--- config.mk ---
export PLATFORM = sky130hd
export DESIGN_NAME = mem_arbiter_flat
export DESIGN_NICKNAME = d
export VERILOG_FILES = /design/src/rtl/mem_arbiter_if.sv /design/src/rtl/mem_arbiter.sv /design/src/flat_wrapper.sv
export SDC_FILE = /design/constraint.sdc
export NUM_CORES = 1
export LEC_CHECK = 0
export CAP_MARGIN = 40
export CORE_UTILIZATION = 36
export DETAILED_ROUTE_END_ITERATION = 10
export PLACE_DENSITY = 0.82
export SLEW_MARGIN = 20
export SYNTH_ARGS = -nofsm -noshare
export SYNTH_HDL_FRONTEND = slang
export SYNTH_SLANG_ARGS = --single-unit
--- constraint.sdc ---
create_clock -name clk -period 2.24 [get_ports clk]
set_clock_uncertainty 0.2 [all_clocks]
set_input_delay 0.336 -clock clk [delete_from_list [all_inputs] [get_ports clk]]
set_output_delay 0.336 -clock clk [all_outputs]
set_load 0.1 [all_outputs]
--- src/rtl/mem_arbiter_if.sv ---
// mem_arbiter_if: requester, memory and completion signals of the two-port memory arbiter
interface mem_arbiter_if;
  logic        i_req;
  logic [31:0] i_address;
  logic [31:0] i_data_read;
  logic        i_data_valid;
  logic        i_err;
  logic        d_req;
  logic        d_write_enable;
  logic [31:0] d_address;
  logic [31:0] d_data_write;
  logic [31:0] d_data_read;
  logic        d_data_valid;
  logic        d_err;
  logic        m_req;
  logic        m_write_enable;
  logic [31:0] m_address;
  logic [31:0] m_data_write;
  logic [31:0] m_data_read;
  logic        m_data_valid;
  modport slave (
    input  i_req, i_address, d_req, d_write_enable, d_address, d_data_write, m_data_read, m_data_valid,
    output i_data_read, i_data_valid, i_err, d_data_read, d_data_valid, d_err,
           m_req, m_write_enable, m_address, m_data_write
  );
  modport master (
    output i_req, i_address, d_req, d_write_enable, d_address, d_data_write, m_data_read, m_data_valid,
    input  i_data_read, i_data_valid, i_err, d_data_read, d_data_valid, d_err,
           m_req, m_write_enable, m_address, m_data_write
  );
endinterface

--- src/rtl/mem_arbiter.sv ---
// mem_arbiter: round-robin arbiter sharing one memory port between fetch and data ports, with timeout
module mem_arbiter #(
  parameter int unsigned TIMEOUT = 255
) (
  input logic           clk,
  input logic           reset,
  mem_arbiter_if.slave  bus
);
  typedef enum logic [1:0] {IDLE, I_BUSY, D_BUSY} state_t;
  localparam logic [15:0] TO_LAST = 16'(TIMEOUT - 1);
  state_t      r_state, w_next;
  logic        r_last_d;
  logic [15:0] r_cnt;
  logic        r_m_req, r_m_we;
  logic [31:0] r_m_addr, r_m_wdata;
  logic        w_grant_d, w_start, w_sel_d, w_fin, w_err, w_iv, w_dv;
  logic [31:0] w_data;
  // arbitration, completion decode and response routing; reset suppresses any completion pulse
  always_comb begin
    w_grant_d = bus.d_req && !(bus.i_req && r_last_d);
    w_fin = !reset && r_state != IDLE && (bus.m_data_valid || (TIMEOUT != 0 && r_cnt == TO_LAST));
    w_err = w_fin && !bus.m_data_valid;
    w_data = w_err ? '0 : bus.m_data_read;
    w_next = r_state == IDLE ? (w_grant_d ? D_BUSY : bus.i_req ? I_BUSY : IDLE) : w_fin ? IDLE : r_state;
    w_start = r_state == IDLE && w_next != IDLE;
    w_sel_d = w_next == D_BUSY;
    w_iv = w_fin && r_state == I_BUSY;
    w_dv = w_fin && r_state == D_BUSY;
  end
  // state, round-robin pointer, busy-cycle counter and latched memory request
  always_ff @(posedge clk) begin
    if (reset) begin
      r_state   <= IDLE;
      r_last_d  <= 1'b0;
      r_cnt     <= '0;
      r_m_req   <= 1'b0;
      r_m_we    <= 1'b0;
      r_m_addr  <= '0;
      r_m_wdata <= '0;
    end else begin
      r_state <= w_next;
      r_cnt   <= r_state == IDLE ? '0 : r_cnt + 16'd1;
      r_m_req <= w_next != IDLE;
      if (w_start) begin
        r_last_d  <= w_sel_d;
        r_m_addr  <= w_sel_d ? bus.d_address : bus.i_address;
        r_m_we    <= w_sel_d && bus.d_write_enable;
        r_m_wdata <= w_sel_d ? bus.d_data_write : '0;
      end
    end
  end
  assign bus.m_req          = r_m_req;
  assign bus.m_write_enable = r_m_we;
  assign bus.m_address      = r_m_addr;
  assign bus.m_data_write   = r_m_wdata;
  assign bus.i_data_valid   = w_iv;
  assign bus.i_err          = w_iv && w_err;
  assign bus.i_data_read    = w_iv ? w_data : '0;
  assign bus.d_data_valid   = w_dv;
  assign bus.d_err          = w_dv && w_err;
  assign bus.d_data_read    = w_dv ? w_data : '0;
endmodule

--- src/flat_wrapper.sv ---
// flat-port wrapper written by rule: the top's interface ports become plain ports
module mem_arbiter_flat 
#(
  parameter int unsigned TIMEOUT = 255
)
  (clk, reset, bus_i_req, bus_i_address, bus_d_req, bus_d_write_enable, bus_d_address, bus_d_data_write, bus_m_data_read, bus_m_data_valid, bus_i_data_read, bus_i_data_valid, bus_i_err, bus_d_data_read, bus_d_data_valid, bus_d_err, bus_m_req, bus_m_write_enable, bus_m_address, bus_m_data_write);
  mem_arbiter_if bus_i ();
  input logic clk;
  input logic reset;
  input wire logic [$bits(bus_i.i_req)-1:0] bus_i_req;
  input wire logic [$bits(bus_i.i_address)-1:0] bus_i_address;
  input wire logic [$bits(bus_i.d_req)-1:0] bus_d_req;
  input wire logic [$bits(bus_i.d_write_enable)-1:0] bus_d_write_enable;
  input wire logic [$bits(bus_i.d_address)-1:0] bus_d_address;
  input wire logic [$bits(bus_i.d_data_write)-1:0] bus_d_data_write;
  input wire logic [$bits(bus_i.m_data_read)-1:0] bus_m_data_read;
  input wire logic [$bits(bus_i.m_data_valid)-1:0] bus_m_data_valid;
  output wire logic [$bits(bus_i.i_data_read)-1:0] bus_i_data_read;
  output wire logic [$bits(bus_i.i_data_valid)-1:0] bus_i_data_valid;
  output wire logic [$bits(bus_i.i_err)-1:0] bus_i_err;
  output wire logic [$bits(bus_i.d_data_read)-1:0] bus_d_data_read;
  output wire logic [$bits(bus_i.d_data_valid)-1:0] bus_d_data_valid;
  output wire logic [$bits(bus_i.d_err)-1:0] bus_d_err;
  output wire logic [$bits(bus_i.m_req)-1:0] bus_m_req;
  output wire logic [$bits(bus_i.m_write_enable)-1:0] bus_m_write_enable;
  output wire logic [$bits(bus_i.m_address)-1:0] bus_m_address;
  output wire logic [$bits(bus_i.m_data_write)-1:0] bus_m_data_write;
  assign bus_i.i_req = bus_i_req;
  assign bus_i.i_address = bus_i_address;
  assign bus_i.d_req = bus_d_req;
  assign bus_i.d_write_enable = bus_d_write_enable;
  assign bus_i.d_address = bus_d_address;
  assign bus_i.d_data_write = bus_d_data_write;
  assign bus_i.m_data_read = bus_m_data_read;
  assign bus_i.m_data_valid = bus_m_data_valid;
  assign bus_i_data_read = bus_i.i_data_read;
  assign bus_i_data_valid = bus_i.i_data_valid;
  assign bus_i_err = bus_i.i_err;
  assign bus_d_data_read = bus_i.d_data_read;
  assign bus_d_data_valid = bus_i.d_data_valid;
  assign bus_d_err = bus_i.d_err;
  assign bus_m_req = bus_i.m_req;
  assign bus_m_write_enable = bus_i.m_write_enable;
  assign bus_m_address = bus_i.m_address;
  assign bus_m_data_write = bus_i.m_data_write;
  mem_arbiter #(.TIMEOUT(TIMEOUT)) u_core (.clk(clk), .reset(reset), .bus(bus_i));
endmodule
==> results.sh <==
export IMPL_synth_ff_type="dfxtp_1"
export IMPL_cp_cell_sequence="or3b_4 -> nor2_4 -> buf_12 -> clkbuf_16 -> and2_4 -> buf_12"
export IMPL_die_x_um=106
export IMPL_placed_cells=846
export IMPL_critical_path_top_delay_family="simple AND/OR/NAND/NOR gates"
export IMPL_final_setup_worst_slack_ns=-0.112
export IMPL_grt_pass1_wl_um=23100
export IMPL_drive_above_1_share_pct=35.3
export IMPL_syn_cell_area_mm2=0.00391
export IMPL_crit_type="register to primary output"
export IMPL_violations="negative setup slack"
export IMPL_cts_buffers=9
export IMPL_final_setup_viol_count=66
export IMPL_antenna_found_initial=0
export IMPL_relSlewSlack_pct=53.8
export IMPL_synth_area_per_cell_um2=8.33
export IMPL_via_per_inst=5.12
export IMPL_num_io_pins=268
export IMPL_dp_hpwl_um=10300
export IMPL_timing_rr_end="u_core.r_cnt[12]"
export IMPL_syn2layout_area_growth_pct=102
export IMPL_cts_hold_fix_buffers=0
export IMPL_initial_core_util_pct=37.6
export IMPL_dr_first_iter_drc_count=231
export IMPL_synth_warnings=0
export IMPL_min_delay_start="u_core.r_cnt[5]"
export IMPL_synth_edff_count=0
export IMPL_clock_sinks=85
export IMPL_maxCapViolations=0
export IMPL_synthCells=470
export IMPL_fp_row_count=37
export IMPL_fin_nets=867
export IMPL_finalHoldViolations=0
export IMPL_rrSetupSlack_ns=0.39
export IMPL_netlist_cell_type_count=34
export IMPL_clkTransAtPathRegs_ns=0.08
export IMPL_worstRegToRegCells=5
export IMPL_max_stage_delay_ns=0.41
export IMPL_synth_async_sr_flop_share_pct=0
export IMPL_ys_ff_latch=85
export IMPL_drv_slew=0
export IMPL_track_usage_pct=25.5
export IMPL_worst_pin_slew_ns=0.694
export IMPL_antenna_left=0
export IMPL_cts_htree_levels=3
export IMPL_cts_root_buf="clkbuf_8"
export IMPL_critPathMaxFanout=8
export IMPL_grt_max_degree=100
export IMPL_remaining_drc_errors=0
export IMPL_firstDrtPassIters=4
export IMPL_clk_path_buf_depth=2
export IMPL_crit_slowest_cell="or3b_4"
export IMPL_antenna_cells=0
export IMPL_holdPathStages=2
export IMPL_whs_endpoint="u_core.r_cnt[5]"
export IMPL_worstSetupStartpointType="register"
export IMPL_vias=4461
export IMPL_avgRoutedWirePerCell_um=16.7
export IMPL_critical_path_arrival_ns=1.82
export IMPL_fmax_mhz=425
export IMPL_die_area_mm2=0.0113
export IMPL_status="complete, but fails checks"
export IMPL_required_ns=1.70
export IMPL_ys_seq_area_share_pct=43.5
export IMPL_wl_um=14600
export IMPL_fin_util_pct=75.9
export IMPL_period_share_pct=105
export IMPL_r2r_start="u_core.r_cnt[2]"
export IMPL_clkLatencyLatePin_ns=0.34
export IMPL_rsz0062_at_grt="yes"
export IMPL_die_h_um=106
export IMPL_period_minus_slack_ns=2.35
export IMPL_core_mm2=0.0104
export IMPL_cp_end_kind="primary output"
export IMPL_hp_class="register to register"
export IMPL_cts_tree="yes"
export IMPL_critPathMostFrequentCell="buf_12"
export IMPL_p_per_area_mw_per_mm2=619
export IMPL_worst_path_buf_inv=3
export IMPL_stdcell_count=872
export IMPL_portBuffers=267
export IMPL_fill_cells=705
export IMPL_ir_worst_vdd_uv=496
export IMPL_grt_ovfl_total=0
export IMPL_grt_pass1_vias=4633
export IMPL_synth_net_count=606
export IMPL_p_leak_nw=3.18
export IMPL_gp_congestion=0.761
[Yosys cell counts (2+ instances only)]
cell / count / share of area [%]
o21bai_1: 32 / 6.1
or3_1: 4 / 0.64
a21oi_1: 8 / 1.0
and3_1: 2 / 0.32
or3b_1: 2 / 0.45
nand2_1: 4 / 0.38
nor3_1: 99 / 13
nand4_1: 4 / 0.64
and4_1: 2 / 0.45
buf_2: 21 / 2.7
nand3_1: 5 / 0.64
inv_1: 3 / 0.29
nor4b_1: 2 / 0.45
xor2_1: 8 / 1.8
ha_1: 2 / 0.64
and2_1: 65 / 10
clkbuf_1: 18 / 1.7
xnor2_1: 2 / 0.45
o21ai_0: 4 / 0.51
dfxtp_1: 85 / 43
nor2_1: 52 / 5.0
nor2b_1: 2 / 0.32
a22oi_1: 33 / 6.3
[per-layer routing]
metal  track usage, %  vias to the layer above  wire length (um)
met5                0                        -                 0
met4             8.43                        0               306
met3             5.52                       24               989
met2             48.9                      191              7930
met1             27.3                     2078              5370
li1                 -                     2168                 -
[sequential cells by signal, summed over array words and instances, names as in the netlist]
| register | flops |
|---|---|
| u_core.r_cnt | 16 |
| u_core.r_state | 2 |
| u_core.bus.m_write_enable | 1 |
| u_core.bus.m_data_write | 32 |
| u_core.bus.m_req | 1 |
| u_core.r_last_d | 1 |
| u_core.bus.m_address | 32 |
[tightest hold or removal path, delay by kind of cell, from the launching register on]
kind	cells	cell delay, ns
xor gates and xnor gates	1	0.07
DFF	1	0.35
and+or+nand+nor	1	0.07
[logic make-up after synthesis]
kind of cell    Yosys count  synth area share, %
compound gates           83                 15.4
xor+xnor                 10                 2.24
buf+inv                  43                 4.99
simple gates            247                 33.2
flops                    85                 43.5
fa+ha+maj                 2                0.639
[through the flow]
stage	total power, mW	hold WS (ns)	area (um2)	TNS [ns]	setup slack [ns]
after floorplan	3.20	0.202	4140	-0.303	-0.0827
after global placement	3.86	0.209	7510	0	0.102
after CTS	4.92	0.310	7870	-6.68	-0.127
final	4.89	0.321	7910	-5.88	-0.112
after detailed placement	3.90	0.219	7510	0	0.0483
after global routing	5.10	0.357	7910	-10.21	-0.179
[what timing repair did]
item	4_1_cts	5_1_grt
gates cloned	3	2
gates resized for setup	21	1
setup endpoints to repair	68	68
endpoints found under the hold margin	0	0
pin swaps	22	21
setup buffers	5	0
[power breakdown]
part / total [mW] / internal, mW / switching, mW
registers: 1.71 / 1.64 / 0.0726
logic: 2.18 / 0.674 / 1.51
clock network: 0.995 / 0.442 / 0.554
[how the worst max path moves through the flow]
stage,from,to,depth (start not counted)
4_1_cts,u_core.r_state[0],bus_d_data_read[10],6
3_3_place_gp,bus_m_data_valid,bus_d_data_read[0],6
3_5_place_dp,bus_m_data_valid,bus_i_data_read[0],6
2_1_floorplan,u_core.r_cnt[0],bus_d_data_valid,5
6_report,u_core.r_state[0],bus_d_data_read[30],6
5_1_grt,u_core.r_state[0],bus_d_data_read[21],6
[layout make-up]
class | instances | area, um2 | share of cell area, %
timing repair buffer | 290 | 3530 | 44.7
inverter | 3 | 11.3 | 0.142
clock buffer | 10 | 138 | 1.74
multi-input combinational | 342 | 2290 | 29.0
sequential | 85 | 1720 | 21.7
clock inverter | 6 | 45.0 | 0.570
tap | 136 | 170 | 2.15
[cells in the final DEF, fill, tap and decap left out, types with 2 or more instances in the layout]
cell type and count:
dfxtp_1 80, nor3_4 2, clkinv_2 2, a22oi_1 33
nand3_1 5, nand2_1 4, inv_1 2, or3_1 4
and2_4 64, clkbuf_16 2, and3_1 2, nor2_1 48
nand4_1 4, clkinv_4 2, dfxtp_4 3, nor2_4 2
a21oi_1 8, xnor2_1 2, clkdlybuf4s50_1 132, dfxtp_2 2
buf_12 76, xor2_1 8, and4_1 2, clkbuf_8 10
buf_4 76, nor2_2 3, or3b_4 2, o21bai_1 32
nor2b_1 2, o21ai_0 4, buf_16 2, inv_6 2
nor3_1 97
(Power assumes the default switching activity.)
